File: src/rtl/jtframe_cen_pkg.sv
`default_nettype none
// ============================================================================
//  Module   : jtframe_cen_pkg
//  Purpose  : Shared ratio constants and default widths for the fractional
//             clock-enable dividers fed by the 48 MHz cen generator.
//  Revision : 1.0 - initial release
// ============================================================================
package jtframe_cen_pkg;

  localparam int CEN_DEF_W  = 11;

  // 3.579545 MHz (NTSC colour burst) and half of it, both from 48 MHz
  localparam int CEN_3P57_N = 105;
  localparam int CEN_3P57_M = 1408;
  localparam int CEN_1P78_N = 105;
  localparam int CEN_1P78_M = 2816;

endpackage
`default_nettype wire

File: src/rtl/jtframe_frac_cen_meas.sv
`default_nettype none
// ============================================================================
//  Module   : jtframe_frac_cen_meas
//  Purpose  : Counts cen pulses over a window of 2^MEASW cen_in strobes and
//             reports the saturated count once per window.
//  Revision : 1.0 - initial release
// ============================================================================
module jtframe_frac_cen_meas
  import jtframe_cen_pkg::*;
#(
  parameter int MEASW = 16
) (
  input  logic             clk,
  input  logic             rst,
  input  logic             cen_in,
  input  logic             pause,
  input  logic             cen,
  output logic [MEASW-1:0] meas,
  output logic             meas_vld
);

  logic [MEASW-1:0] r_win;
  logic [MEASW:0]   r_pcnt;
  logic [MEASW:0]   w_pcnt_nxt;
  logic             w_wrap;

  // One extra bit: a window can hold one more pulse than all-ones
  assign w_pcnt_nxt = r_pcnt + (MEASW+1)'(cen);
  assign w_wrap     = cen_in && (&r_win);

  always_ff @(posedge clk) begin
    if (rst) begin
      r_win    <= '0;
      r_pcnt   <= '0;
      meas     <= '0;
      meas_vld <= 1'b0;
    end else begin
      meas_vld <= 1'b0;
      if (!pause) begin
        if (cen_in) r_win <= r_win + MEASW'(1);
        if (w_wrap) begin
          meas     <= w_pcnt_nxt[MEASW] ? '1 : w_pcnt_nxt[MEASW-1:0];
          meas_vld <= 1'b1;
          r_pcnt   <= '0;
        end else begin
          r_pcnt   <= w_pcnt_nxt;
        end
      end
    end
  end

endmodule
`default_nettype wire

File: src/rtl/jtframe_frac_cen.sv
`default_nettype none
// ============================================================================
//  Module   : jtframe_frac_cen
//  Purpose  : Fractional clock enable, cen = cen_in * n / m, plus alternating
//             half-rate pair cen2/cen2b. Optional rate measurement output
//             enabled by JTFRAME_FRAC_CEN_MEAS_EN.
//  Revision : 1.0 - initial release
// ============================================================================
module jtframe_frac_cen
  import jtframe_cen_pkg::*;
#(
  parameter int W = CEN_DEF_W
`ifdef JTFRAME_FRAC_CEN_MEAS_EN
  , parameter int MEASW = 16
`endif
) (
  input  logic         clk,
  input  logic         rst,
  input  logic         cen_in,
  input  logic [W-1:0] n,
  input  logic [W-1:0] m,
  input  logic         pause,
  output logic         cen,
  output logic         cen2,
  output logic         cen2b
`ifdef JTFRAME_FRAC_CEN_MEAS_EN
  , output logic [MEASW-1:0] meas
  , output logic             meas_vld
`endif
);

  logic [W-1:0] r_acc;
  logic         r_alt;
  logic [W:0]   w_next;
  logic [W-1:0] w_next2;

  assign w_next  = {1'b0, r_acc} + {1'b0, n};
  // next < 2*m whenever this is used, so the low W bits are exact
  assign w_next2 = w_next[W-1:0] - m;

  always_ff @(posedge clk) begin
    if (rst) begin
      r_acc <= '0;
      r_alt <= 1'b0;
      cen   <= 1'b0;
      cen2  <= 1'b0;
      cen2b <= 1'b0;
    end else begin
      cen   <= 1'b0;
      cen2  <= 1'b0;
      cen2b <= 1'b0;
      if (cen_in && !pause) begin
        if (m == '0) begin
          r_acc <= '0;
        end else if (r_acc >= m) begin
          // phase left out of range by a run-time m change
          r_acc <= '0;
          cen   <= 1'b1;
          cen2  <= 1'b1;
          r_alt <= 1'b1;
        end else if (n >= m) begin
          r_acc <= '0;
          cen   <= 1'b1;
          cen2  <= ~r_alt;
          cen2b <= r_alt;
          r_alt <= ~r_alt;
        end else if (w_next >= {1'b0, m}) begin
          r_acc <= w_next2;
          cen   <= 1'b1;
          cen2  <= ~r_alt;
          cen2b <= r_alt;
          r_alt <= ~r_alt;
        end else begin
          r_acc <= w_next[W-1:0];
        end
      end
    end
  end

`ifdef JTFRAME_FRAC_CEN_MEAS_EN
  jtframe_frac_cen_meas #(
    .MEASW    (MEASW)
  ) u_meas (
    .clk      (clk),
    .rst      (rst),
    .cen_in   (cen_in),
    .pause    (pause),
    .cen      (cen),
    .meas     (meas),
    .meas_vld (meas_vld)
  );
`endif

endmodule
`default_nettype wire

File: config.mk
export PLATFORM = sky130hd
export DESIGN_NAME = jtframe_frac_cen
export DESIGN_NICKNAME = d
export VERILOG_FILES = /design/src/rtl/jtframe_cen_pkg.sv /design/src/rtl/jtframe_frac_cen_meas.sv /design/src/rtl/jtframe_frac_cen.sv
export SDC_FILE = /design/constraint.sdc
export NUM_CORES = 1
export LEC_CHECK = 0
export ABC_AREA = 1
export BUFFER_PORTS_ARGS = -buffer_cell sky130_fd_sc_hd__buf_2
export CELL_PAD_IN_SITES_DETAIL_PLACEMENT = 0
export CELL_PAD_IN_SITES_GLOBAL_PLACEMENT = 1
export CORE_MARGIN = 2
export CORE_UTILIZATION = 45
export DETAILED_ROUTE_END_ITERATION = 16
export HOLD_SLACK_MARGIN = 0.15
export PLACE_DENSITY_LB_ADDON = 0.3
export SYNTH_ARGS = -nofsm -noshare
export SYNTH_HDL_FRONTEND = slang
export SYNTH_SLANG_ARGS = --single-unit
File: constraint.sdc
create_clock -name clk -period 6.3 [get_ports clk]
set_input_delay 0.945 -clock clk [delete_from_list [all_inputs] [get_ports clk]]
set_output_delay 0.945 -clock clk [all_outputs]
set_load 0.02 [all_outputs]
**After elaboration in Yosys (flattened, before gate mapping)**

Cells that the tools add are included.
W data, S select, Z words.

- $lt $le $gt $ge: 3
- $add $sub $neg: 2
- Reductions and logical operators: 7
- Mux-type cells: 15
- Bitwise logic cells: 3

Operators by type and width:

| cell | number |
|---|---|
| $mux W11 | 4 |
| $ge A11 B11 Y1 | 2 |
| $add A11 B11 Y12 | 1 |
| $ge A12 B11 Y1 | 1 |
| $logic_not A11 Y1 | 1 |
| $mux W1 | 11 |
| $sub A11 B11 Y11 | 1 |
| $reduce_or A4 Y1 | 1 |
| $not A1 Y1 | 3 |
| $reduce_and A3 Y1 | 1 |
| $reduce_bool A3 Y1 | 1 |
| $reduce_or A3 Y1 | 1 |
| $logic_and A1 B1 Y1 | 1 |
| $logic_not A1 Y1 | 1 |

- Register bits after elaboration: 15
- Logic and storage cells: 35
- Output and inout port bits: 3

**Longest topological paths before layout**

- Depth in word-level cells: 6
- Depth in mapped cells: 24
- Gate-level depth less buffers: 24

**Worst setup path after synthesis**

Ideal clock, no wire load.

- Kind: input to register
- From: in n[0]
- To: reg r_acc[4]
- Path buffers: 1
- Library setup time: 0.132 ns
- Arrival time: 3.317 ns
- Stages on the path: 21
- Path slack: 2.851 ns
- Cell sequence: ha_1 fa_1 nand3_1 nand3_1 nand2_1 nand2_1 xor2_1 inv_1 ha_1 nand2_1 nor2_2 nand3_1 nand2_1 nor2_1 nand2_1 nand2_2 nand2_2 buf_6 nand2_1 nand3_1 a21oi_1

- Word-level cells in the longest chain between the ends: 6
- Elaborated cells between the ends (all ways): 8
- Classes of those cells: 2 x add/sub; 2 x order compare; 4 x mux

Ends and longest elaborated chain:

| element | RTL line | source |
|---|---|---|
| start: declaration | jtframe_frac_cen.sv:20 | `input logic [W-1:0] n,` |
| $add A11 B11 Y12 | jtframe_frac_cen.sv:37 | `assign w_next = {1'b0, r_acc} + {1'b0, n};` |
| $sub A11 B11 Y11 or $ge A12 B11 Y1 (tied branches) | jtframe_frac_cen.sv:39, jtframe_frac_cen.sv:67 |  |
| $mux W11 | jtframe_frac_cen.sv:67 | `end else if (w_next >= {1'b0, m}) begin` |
| $mux W11 * | jtframe_frac_cen.sv:61 | `end else if (n >= m) begin` |
| $mux W11 * | jtframe_frac_cen.sv:55 | `end else if (r_acc >= m) begin` |
| $mux W11 * | jtframe_frac_cen.sv:53 | `if (m == '0) begin` |
| end signal: assignment | jtframe_frac_cen.sv:68 | `r_acc <= w_next2;` |
| end signal: assignment | jtframe_frac_cen.sv:74 | `r_acc <= w_next[W-1:0];` |
| end: declaration | jtframe_frac_cen.sv:32 | `logic [W-1:0] r_acc;` |

Every way passes the cells marked *; elsewhere a longest branch is shown, timed or not.
A chain may end at the register's enable or synchronous reset.

**Final worst setup path**

- From: in n[0]
- To: reg r_alt

- Word-level cells in the longest chain between the ends: 4
- Elaborated cells between the ends (all ways): 7
- Classes of those cells: 1 x add/sub; 2 x order compare; 2 x mux; 2 x reduce/logical

Ends and longest elaborated chain:

| element | RTL line | source |
|---|---|---|
| $add A11 B11 Y12 | jtframe_frac_cen.sv:37 |  |
| $ge A12 B11 Y1 | jtframe_frac_cen.sv:67 |  |
| $reduce_bool A3 Y1 (no line) | -- |  |
| $reduce_and A3 Y1 (no line) | -- |  |
| end signal: assignment | jtframe_frac_cen.sv:66 | `r_alt <= ~r_alt;` |
| end signal: assignment | jtframe_frac_cen.sv:72 | `r_alt <= ~r_alt;` |
| end: declaration | jtframe_frac_cen.sv:33 | `logic r_alt;` |

Parallel ways exist; a longest one is shown, timed or not.

==> impl_metrics.sql <==
INSERT INTO impl_metrics (metric_group, metric, value, unit) VALUES
('logic_synthesis', 'postSynthRegisterBits', '15', ''),
('detailed_routing', 'totalWireLength', '6837', 'um'),
('logic_synthesis', 'synth_top_family_by_area', 'simple AND/OR/NAND/NOR gates', ''),
('detailed_routing', 'routedWlPerCell', '13.67', 'um'),
('timing', 'period_utilization', '61.35', '%'),
('setup_path', 'startpoint_type', 'input pin', ''),
('timing', 'finalWorstPathRequiredPeriod', '3865', 'ps'),
('logic_synthesis', 'synth_simple_gate_area_share', '37.69', '%'),
('logic_synthesis', 'synth_largest_type_area_fraction', '22.38', '%'),
('final_layout', 'drive_gt1_share', '9.767', '%'),
('clocking', 'cts_resized', '0', ''),
('timing', 'max_clock_freq', '258.7', 'MHz'),
('global_route', 'grt_remaining_overflow', '0', ''),
('global_route', 'grt_pass1_wl', '11100', 'um'),
('clocking', 'worstSkewPairLatency', '250', 'ps'),
('run_status', 'status', 'finished clean', ''),
('timing', 'fin_setup_tns', '0', 'ps'),
('global_route', 'first_global_vias', '2320', ''),
('final_layout', 'final.fill_count', '580', ''),
('timing', 'final_max_slew_viol_count', '0', ''),
('place', 'dpl.hpwl', '5928', 'um'),
('timing', 'max_slew.worst_pin.slew', '765.8', 'ps'),
('detailed_routing', 'drt.antenna.violating_nets', '0', ''),
('clocking', 'clkTransAtPathRegs', '70', 'ps'),
('timing', 'timing.clock.skew', '1.704', 'ps'),
('clocking', 'cts_setup_buffers', '0', ''),
('logic_synthesis', 'syn_nets', '476', ''),
('floorplan', 'die_area', '0.006074', 'sq mm'),
('logic_synthesis', 'synthesis.area', '0.002460', 'sq mm'),
('detailed_routing', 'drc_errors', '0', ''),
('setup_path', 'critical_path.max_fanout', '13', ''),
('floorplan', 'floorplan.initialDensity', '47.26', '%'),
('place', 'dp_worst_setup_slack', '2198', 'ps'),
('timing', 'rsz_0062_raised_after_global_routing', 'no', ''),
('clocking', 'numCtsBuffers', '3', ''),
('power_and_ir_drop', 'static-leakage-power', '1.548', 'nW'),
('logic_synthesis', 'multiplexer_share_of_the_synthesized_area', '0', '%'),
('logic_synthesis', 'yosys_warnings', '0', ''),
('min_path', 'min_path_type', 'reg2reg', ''),
('timing', 'max_slew_margin', '48.76', '%'),
('setup_path', 'worst-setup-path-type', 'in2reg', ''),
('power_and_ir_drop', 'power_per_cell_area', '206.8', 'mW/mm^2'),
('logic_synthesis', 'synth_top_cells_by_area', 'sky130_fd_sc_hd__ha_1 22%, sky130_fd_sc_hd__nand2_1 18%, sky130_fd_sc_hd__dfxtp_1 12%, sky130_fd_sc_hd__inv_1 9.6%, sky130_fd_sc_hd__nand3_1 7.7%', ''),
('setup_path', 'crit_arrival', '4010', 'ps'),
('final_layout', 'areaGrowthSynthToFinish', '9.156', '%'),
('timing', 'finalWorstSetupSlack', '2435', 'ps'),
('clocking', 'cts_htree_levels', '1', ''),
('logic_synthesis', 'synthArstFlopShare', '0', '%'),
('timing', 'finalSetupViolations', '0', ''),
('place', 'place_congestion', '0.9195', ''),
('place', 'port_buffers', '28', ''),
('detailed_routing', 'initialDrtViolationCount', '135', ''),
('logic_synthesis', 'post_synth_inst_count', '404', ''),
('setup_path', 'cp_data_required_time', '6440', 'ps'),
('logic_synthesis', 'synth_top_cell_by_area', 'sky130_fd_sc_hd__ha_1', ''),
('floorplan', 'design.portCount', '29', ''),
('detailed_routing', 'drt_pre_antenna_iters', '6', ''),
('clocking', 'cts.sink_count', '15', ''),
('job', 'maxCapViolations', '0', ''),
('clocking', 'tritoncts', 'done', ''),
('final_layout', 'num-nets-final', '503', ''),
('floorplan', 'die_x', '77.94', 'um'),
('timing', 'hold_viol_final', '0', ''),
('floorplan', 'num_rows', '26', ''),
('logic_synthesis', 'synth_commonest_cells', '117 x sky130_fd_sc_hd__nand2_1, 63 x sky130_fd_sc_hd__inv_1, 44 x sky130_fd_sc_hd__ha_1, 40 x sky130_fd_sc_hd__nor2_1, 38 x sky130_fd_sc_hd__nand3_1', ''),
('power_and_ir_drop', 'vdd_ir_drop_max', '0.00009721', 'V'),
('logic_synthesis', 'synth_compound_gate_area_share', '9.512', '%'),
('setup_path', 'setup.worst_path.end_class', 'flip-flop', ''),
('logic_synthesis', 'number_of_enable_type_register_cells_in_the_synthesized_netlist', '0', ''),
('global_route', 'grt_antenna_before_repair', '0', ''),
('clocking', 'buffer_cell_driving_the_clock_tree_root', 'sky130_fd_sc_hd__clkbuf_8', '');
==> cell families after synthesis <==
family | count (synthesis)
adder cells (fa/ha/maj) | 46
AND/OR/NAND/NOR | 217
AO/OA/AOI/OAI | 43
XOR/XNOR | 14
flip-flops | 15
buffers and inverters | 69
==> worst max-delay path, cell delays in order <==
cell and delay (ps):
sky130_fd_sc_hd__buf_2 110, sky130_fd_sc_hd__ha_1 230, sky130_fd_sc_hd__fa_1 420, sky130_fd_sc_hd__nand3_1 110, sky130_fd_sc_hd__nand3_1 120, sky130_fd_sc_hd__nand2_1 80, sky130_fd_sc_hd__nand2_1 60, sky130_fd_sc_hd__xor2_1 190
sky130_fd_sc_hd__inv_1 60, sky130_fd_sc_hd__ha_1 340, sky130_fd_sc_hd__nand2_1 110, sky130_fd_sc_hd__nor2_1 140, sky130_fd_sc_hd__nand3_1 110, sky130_fd_sc_hd__nand3_2 100, sky130_fd_sc_hd__nand2_1 250, sky130_fd_sc_hd__nand2_2 310
sky130_fd_sc_hd__inv_1 70, sky130_fd_sc_hd__nand2_1 80, sky130_fd_sc_hd__nand2_1 50, sky130_fd_sc_hd__nand2_1 80, sky130_fd_sc_hd__o21ai_2 50
==> final timing paths <==
check	from	end	slack, ps	cells past startpoint
min	r_acc[4]$_SDFFE_PP0P_	r_acc[4]$_SDFFE_PP0P_	490	2
min reg2reg	r_acc[4]$_SDFFE_PP0P_	r_acc[4]$_SDFFE_PP0P_	490	2
max reg2reg	r_acc[0]$_SDFFE_PP0P_	r_alt$_SDFFE_PP0P_	2880	20
max	n[0]	r_alt$_SDFFE_PP0P_	2440	21
==> layer usage <==
metal | global-route usage (%) | vias to the layer above | part of all wire (%)
met2 | 38.45 | 36 | 46
met4 | 6.316 | 0 | 1.4
li1 | - | 1356 | -
met5 | 0 | - | 0
met1 | 33.14 | 1144 | 49
met3 | 1.512 | 7 | 3.0
==> layout make-up <==
class / instances / area [sq um] / share of cell area, %
clock buffer: 3 / 41.29 / 1.538
clock inverter: 1 / 5.005 / 0.1864
inverter: 63 / 236.5 / 8.807
multi-input combinational: 320 / 1874 / 69.80
sequential: 15 / 300.3 / 11.18
tap: 70 / 87.58 / 3.262
timing repair buffer: 28 / 140.1 / 5.219
==> cell usage in the layout, fill, tap and decap left out, types with 3 or more instances in the layout <==
cell type	count
sky130_fd_sc_hd__a21oi_1	30
sky130_fd_sc_hd__buf_2	28
sky130_fd_sc_hd__clkbuf_8	3
sky130_fd_sc_hd__dfxtp_1	15
sky130_fd_sc_hd__ha_1	44
sky130_fd_sc_hd__inv_1	63
sky130_fd_sc_hd__nand2_1	117
sky130_fd_sc_hd__nand2_2	5
sky130_fd_sc_hd__nand3_1	38
sky130_fd_sc_hd__nand3b_1	3
sky130_fd_sc_hd__nand4_1	7
sky130_fd_sc_hd__nor2_1	40
sky130_fd_sc_hd__o21ai_0	6
sky130_fd_sc_hd__xnor2_1	6
sky130_fd_sc_hd__xor2_1	8
==> stage by stage <==
| step | utilization (%) | instances | power [W] | area, sq um |
|---|---|---|---|---|
| final | 51.59 | 500 | 0.0005552 | 2685 |
| after global routing | 51.59 | 500 | 0.0006128 | 2685 |
| after CTS | 51.59 | 500 | 0.0005547 | 2685 |
| after detailed placement | 50.70 | 496 | 0.0004694 | 2639 |
| after global placement | 50.70 | 496 | 0.0004682 | 2639 |
| after floorplan | - | 404 | 0.0004010 | 2460 |
==> registers in the layout (all words and copies together) (netlist names) <==
register and cells:
cen 1, cen2 1, cen2b 1, r_acc 11, r_alt 1
==> where the power goes <==
group | leakage (nW) | switching [W] | internal, W | total (W)
clock | 0.0255 | 0.0000398 | 0.0000439 | 0.0000837
sequential | 0.122 | 0.00000776 | 0.000104 | 0.000112
combinational | 1.40 | 0.000226 | 0.000134 | 0.000360
(Power assumes the default switching activity.)
